$ cat src/rtl/addsub_arbiter.sv
// rtl/addsub_arbiter.sv - shared 33-bit adder-subtractor with round-robin arbitration and optional lock
module addsub_arbiter #(
   parameter int N_REQ    = 4,
   parameter int W        = 32,
   parameter int LOCK_TMO = 16
) (
   input  logic                     clk,
   input  logic                     rst_n,
   input  logic [N_REQ-1:0]         req_valid,
   output logic [N_REQ-1:0]         req_ready,
   input  logic [N_REQ-1:0]         req_sub,
   input  logic [N_REQ-1:0]         req_lock,
   input  logic [N_REQ*W-1:0]       req_a,
   input  logic [N_REQ*W-1:0]       req_b,
   output logic                     rsp_valid,
   input  logic                     rsp_ready,
   output logic [$clog2(N_REQ)-1:0] rsp_id,
   output logic [W:0]               rsp_sum,
   output logic                     busy
);

   localparam int IDW = $clog2(N_REQ);
   localparam int CW  = $clog2(LOCK_TMO + 1);

   typedef enum logic {S_IDLE, S_LOCKED} state_t;

   state_t           r_state, w_state_nxt;
   logic [IDW-1:0]   r_ptr, w_ptr_nxt;
   logic [IDW-1:0]   r_owner, w_owner_nxt;
   logic [CW-1:0]    r_idle_cnt, w_cnt_nxt;

   logic [IDW:0]     w_pick;
   logic [IDW-1:0]   w_sel;
   logic             w_sel_valid;
   logic             w_free;
   logic             w_accept;
   logic [W-1:0]     w_a, w_b;
   logic [W:0]       w_result;

   function automatic logic [IDW-1:0] inc_id(input logic [IDW-1:0] id);
      return (int'(id) == N_REQ - 1) ? '0 : id + 1'b1;
   endfunction

   // Returns {found, index} of the first valid requester at or after p, wrapping.
   function automatic logic [IDW:0] pick_rr(input logic [N_REQ-1:0] v, input logic [IDW-1:0] p);
      logic [IDW:0] res;
      int           k;
      res = '0;
      for (int i = 0; i < N_REQ; i++) begin
         k = (int'(p) + i) % N_REQ;
         if (!res[IDW] && v[k]) res = {1'b1, k[IDW-1:0]};
      end
      return res;
   endfunction

   assign w_pick      = pick_rr(req_valid, r_ptr);
   assign w_sel       = (r_state == S_LOCKED) ? r_owner : w_pick[IDW-1:0];
   assign w_sel_valid = (r_state == S_LOCKED) ? req_valid[r_owner] : w_pick[IDW];
   assign w_free      = !rsp_valid || rsp_ready;
   // Reset gates the grant so req_ready reads zero while rst_n is low.
   assign w_accept    = rst_n && w_free && w_sel_valid;
   assign req_ready   = w_accept ? ({{(N_REQ-1){1'b0}}, 1'b1} << w_sel) : '0;

   assign w_a      = req_a[w_sel*W +: W];
   assign w_b      = req_b[w_sel*W +: W];
   assign w_result = req_sub[w_sel] ? ({1'b0, w_a} - {1'b0, w_b})
                                    : ({1'b0, w_a} + {1'b0, w_b});

   assign busy = rsp_valid || (r_state == S_LOCKED);

   always_comb begin
      w_state_nxt = r_state;
      w_ptr_nxt   = r_ptr;
      w_owner_nxt = r_owner;
      w_cnt_nxt   = r_idle_cnt;
      case (r_state)
         S_IDLE: begin
            if (w_accept) begin
               w_ptr_nxt = inc_id(w_sel);
               if (req_lock[w_sel]) begin
                  w_state_nxt = S_LOCKED;
                  w_owner_nxt = w_sel;
                  w_cnt_nxt   = '0;
               end
            end
         end
         S_LOCKED: begin
            // An owner accept takes priority over an expiring idle count.
            if (w_accept) begin
               w_ptr_nxt = inc_id(w_sel);
               w_cnt_nxt = '0;
               if (!req_lock[w_sel]) w_state_nxt = S_IDLE;
            end else if (r_idle_cnt == CW'(LOCK_TMO - 1)) begin
               w_state_nxt = S_IDLE;
               w_ptr_nxt   = inc_id(r_owner);
               w_cnt_nxt   = '0;
            end else begin
               w_cnt_nxt = r_idle_cnt + 1'b1;
            end
         end
         default: w_state_nxt = S_IDLE;
      endcase
   end

   always_ff @(posedge clk or negedge rst_n) begin
      if (!rst_n) begin
         r_state    <= S_IDLE;
         r_ptr      <= '0;
         r_owner    <= '0;
         r_idle_cnt <= '0;
      end else begin
         r_state    <= w_state_nxt;
         r_ptr      <= w_ptr_nxt;
         r_owner    <= w_owner_nxt;
         r_idle_cnt <= w_cnt_nxt;
      end
   end

   always_ff @(posedge clk or negedge rst_n) begin
      if (!rst_n) begin
         rsp_valid <= 1'b0;
         rsp_sum   <= '0;
         rsp_id    <= '0;
      end else if (w_accept) begin
         rsp_valid <= 1'b1;
         rsp_sum   <= w_result;
         rsp_id    <= w_sel;
      end else if (w_free) begin
         rsp_valid <= 1'b0;
      end
   end

endmodule
$ cat config.mk
export PLATFORM = sky130hd
export DESIGN_NAME = addsub_arbiter
export DESIGN_NICKNAME = d
export VERILOG_FILES = /design/src/rtl/addsub_arbiter.sv
export SDC_FILE = /design/constraint.sdc
export NUM_CORES = 1
export LEC_CHECK = 0
export ABC_AREA = 0
export CAP_MARGIN = 20
export CELL_PAD_IN_SITES_DETAIL_PLACEMENT = 1
export CELL_PAD_IN_SITES_GLOBAL_PLACEMENT = 1
export CORE_ASPECT_RATIO = 1.1
export CORE_MARGIN = 10
export CORE_UTILIZATION = 27
export CTS_CLUSTER_DIAMETER = 30
export DETAILED_ROUTE_END_ITERATION = 10
export GPL_TIMING_DRIVEN = 0
export PLACE_DENSITY = 0.77
export SLEW_MARGIN = 20
export SYNTH_ARGS = -nofsm -noshare
export SYNTH_HDL_FRONTEND = slang
export SYNTH_SLANG_ARGS = --single-unit
$ cat constraint.sdc
create_clock -name clk -period 5.6 [get_ports clk]
set_input_delay 1.68 -clock clk [delete_from_list [all_inputs] [get_ports clk]]
set_output_delay 1.68 -clock clk [all_outputs]
set_load 0.05 [all_outputs]
==> metrics.md <==
| Metric | Value |
|---|---|
| Post-synth EDFFs | 0 |
| Crit Path Max Fanout | 8 |
| Failing checks | negative setup slack |
| Register area share after synthesis | about 16% |
| CP Launch Type | input pin |
| First drt pass iteration count | 5 |
| Arr. time, crit path | 6.10 ns |
| Post-Synthesis Cells | just over 1000 |
| Synth Area in Simple Gates | 28.2% |
| Multi-input gate area | between 6000 and 7000 sq um |
| GRT Residual Overflow | 0 |
| Hold Path Class | register to register |
| Post-route DRC | 0 |
| Worst slew pin tran | between 0.6 and 0.7 ns |
| NumNets Final | 1724 |
| Chip height | around 190 um |
| Crit. End Element | register |
| ANT nets after route | 0 |
| CTS tree | built |
| Synth Area in Adders | slightly above 7% |
| Max-slew violations | 0 |
| Drt via density | ~5.4 |
| Total CTS buffers | 5 |
| Syn Nets | roughly 1300 |
| Crit path cell chain | buf_12, nor2b_4, a311oi_4, o31ai_4, buf_6, buf_12, buf_4, a211oi_2, o22ai_2, nor3_2, o21a_4, o21ai_4, xor2_2, ha_4, a21oi_2, o21ai_1, a221o_1, a21o_1, a211oi_4, o31ai_2, a211oi_2, xor2_1, o21ai_1 |
| Count of different cell masters after synthesis | 68 |
| Vias in the first global route | just over 10000 |
| CP max stage delay | around 0.33 ns |
| Fmax achieved | about 170 MHz |
| Largest family of logic cells by synthesized area | simple AND/OR/NAND/NOR gates |
| Clock transition at the registers of the reported paths | around 0.06 ns |
| Area delta synth->final | 80.8% |
| Post-synthesis compound-gate area fraction | around 28% |
| Die width | between 150 and 200 um |
| Max Clock Skew | around 0.013 ns |
| DR iter-0 viols | 543 |
| Mux share of post-synthesis cell area | 7.58% |
| Mean Syn Cell Area | roughly 7 sq um |
| CTS sink count | 46 |
| Clk root buf | clkbuf_16 |
| Slew headroom | roughly 54% |
| CP required | between 5 and 6 ns |
| Register bit count reported by yosys | 46 |
| Fin crit share | 106% |
| First-pass GRT wire length | about 60 mm |
| Num ports | about 310 |
| H-tree Lvls | 2 |
| Clock Path Buffers | 2 |
| Worst Setup Path Type | input pin to register |
| RSZ-0062 raised after global routing | yes |
| DP HPWL | 32.4 mm |
| Final Instance Count excl. Fillers | 1763 |
| Die ar. | around 33000 sq um |
| Vias after detailed routing | between 9000 and 10000 |
| Endpoints failing hold | 0 |
| Final setup fails | 21 |
| Ys async rst share | 100% |
| Fillers | a little over 3000 |
| Total GRT Usage | between 20% and 30% |
| Worst Hold Launch | rsp_sum[0]$_DFFE_PN0P_ |
| CP startpoint | req_valid[2] |
| Synth Warn # | 0 |
| Row Count | between 60 and 70 |
| Status | complete, but fails checks |
| I/O Buffers | 310 |
| Initial Utilization | 27.7% |
| GPL Wtd Cong | ~0.98 |
| Layout cell share with drive strength beyond 1 | a little over a fifth |
| R2r startpoint | r_owner[0]$_DFFE_PN0P_ |
| Avg WL per Cell | approximately 23 um |
| Max Cap Viol | 0 |
| Cell total after placement | around 1700 |
| Final WS setup | -0.343 ns |
| Slowest-stage cell, CP | a211oi_2 |
| XOR/XNOR share of the synthesized area | under 10% |
| Synth Flop Type | dfrtp_1 |
| Pin count of the biggest net entering global routing | 34 |
| Core Box Area | 25500 sq um |
| Tmin final | between 5 and 6 ns |
| Final WL | 41.3 mm |
| Clk Latency, worst-skew pair | between 0.2 and 0.3 ns |
| Synth Cell Area | slightly above 7000 sq um |
| Initial antenna violation count | 3 |
| Sequential cell area | roughly 1200 sq um |
==> layout by cell type (no fill, tap or decap), types with 9 or more instances in the layout <==
cell             synthesis  routed
clkdlybuf4s50_1          0     298
nand2_1                242     240
buf_4                    5      97
dfrtp_1                 46      46
a31oi_1                 46      43
and3_1                  43      42
o21ai_0                 60      36
nor2_1                  46      35
inv_1                   30      29
mux2i_1                 35      28
ha_1                    39      27
xnor2_1                 27      24
a21oi_1                 33      23
nor3_1                  24      22
o211ai_1                20      20
xor2_1                  28      19
o21ai_1                  3      19
nand3_1                 17      16
o211a_1                 15      15
buf_6                    3      12
clkbuf_1                37      12
a211oi_1                26      12
a21o_1                  13      12
buf_12                   0      10
o21a_1                  11      10
clkbuf_8                 0       9
a211oi_4                 0       9
nor4_1                  13       9
xor2_2                   0       9
ha_4                     0       9
==> Yosys cell counts, types with 5 or more instances <==
cell	instances	share of area, %
nor2_1	46	2.4
buf_1	11	0.59
a21o_1	13	1.4
a211oi_1	26	2.8
o211a_1	15	2.1
or2_2	6	0.53
and3_1	43	3.8
or3_1	12	1.1
a31oi_1	46	4.1
o31ai_1	13	1.4
clkbuf_1	37	2.0
o21bai_1	6	0.64
mux2i_1	35	5.0
o211ai_1	20	2.1
buf_2	10	0.71
xnor2_1	27	3.4
dfrtp_1	46	16
nand2b_1	6	0.53
nand2_1	242	13
inv_1	30	1.6
buf_4	5	0.53
o21ai_0	60	4.3
nor3_1	24	1.7
xor2_1	28	3.5
o21a_1	11	1.2
and2_1	6	0.53
o22a_1	5	0.62
nand3_1	17	1.2
nor2b_1	8	0.71
a21oi_1	33	2.3
mux2_2	6	0.96
ha_1	39	6.9
nor4_1	13	1.2
==> flip-flops by register name, summed over array words and instances, names as in the netlist <==
register	count
rsp_valid	1
rsp_sum	33
r_ptr	2
r_idle_cnt	5
rsp_id	2
r_state	1
r_owner	2
==> worst max-delay path: cells and delay by family <==
family | cells | cell delay [ns]
AOI/OAI and AO/OA | 14 | 2.74
buffers and inverters | 4 | 0.56
xor gates and xnor gates | 2 | 0.47
and+or+nand+nor | 2 | 0.35
adders and majority gates | 1 | 0.28
==> path summary, 6_finish.rpt <==
| path | endpoint | slack (ns) | cells past startpoint |
|---|---|---|---|
| worst max-delay path | rsp_sum[32]$_DFFE_PN0P_ | -0.34 | 23 |
| worst min-delay path | rsp_sum[0]$_DFFE_PN0P_ | 0.48 | 2 |
| worst max register to register | rsp_sum[17]$_DFFE_PN0P_ | 0.26 | 22 |
| worst min register to register | rsp_sum[0]$_DFFE_PN0P_ | 0.48 | 2 |
| max in group asynchronous | rsp_sum[22]$_DFFE_PN0P_ | 3.78 | 2 |
| min in group asynchronous | rsp_valid$_DFFE_PN0P_ | 1.30 | 1 |
==> per-layer routing <==
| layer | global-route usage, % | routed length (um) |
|---|---|---|
| met5 | 0 | 0 |
| met2 | 40.2 | 20300 |
| met1 | 26.0 | 16600 |
| met3 | 5.00 | 2710 |
| met4 | 7.50 | 1640 |
==> logic make-up (layout without fill, tap and decap cells) <==
kind of cell,after synthesis,count (layout)
AND/OR/NAND/NOR,438,438
AO/OA/AOI/OAI,286,286
buffers and inverters,98,503
XOR/XNOR,55,55
multiplexers,46,46
flip-flops,46,46
adder cells (fa/ha/maj),40,40
other,0,3
==> metrics by stage <==
stage | TNS, ns | utilization, % | hold WS (ns) | worst slack [ns] | instance area (sq um)
2_1_floorplan | -0.340 | - | 0.465 | -0.123 | 7340
3_5_place_dp | -58.10 | 42.7 | 0.469 | -2.23 | 10900
5_1_grt | -7.21 | 50.0 | 0.510 | -0.508 | 12700
6_report | -4.04 | 50.0 | 0.483 | -0.343 | 12800
3_3_place_gp | -58.28 | 42.7 | 0.461 | -2.51 | 10900
4_1_cts | -2.31 | 47.6 | 0.483 | -0.280 | 12100
==> cell type report <==
| class | instances | share of cell area (%) |
|---|---|---|
| buffer | 64 | 5.03 |
| clock inverter | 1 | 0.236 |
| tap | 346 | 3.40 |
| antenna | 3 | 0.0589 |
| clock buffer | 7 | 1.04 |
| timing repair buffer | 399 | 30.0 |
| multi-input combinational | 865 | 50.2 |
| sequential | 46 | 9.03 |
| inverter | 32 | 0.981 |
==> timing repair <==
action | in CTS | in global routing
setup buffers | 57 | 31
endpoints found under the setup margin | 36 | 27
hold buffers | 0 | 0
pin swaps | 54 | 50
gates cloned | 0 | 1
gates resized for setup | 210 | 82
Power is not shown: default switching activity piles up to over one toggle a cycle in this logic, so the estimate is an artifact.
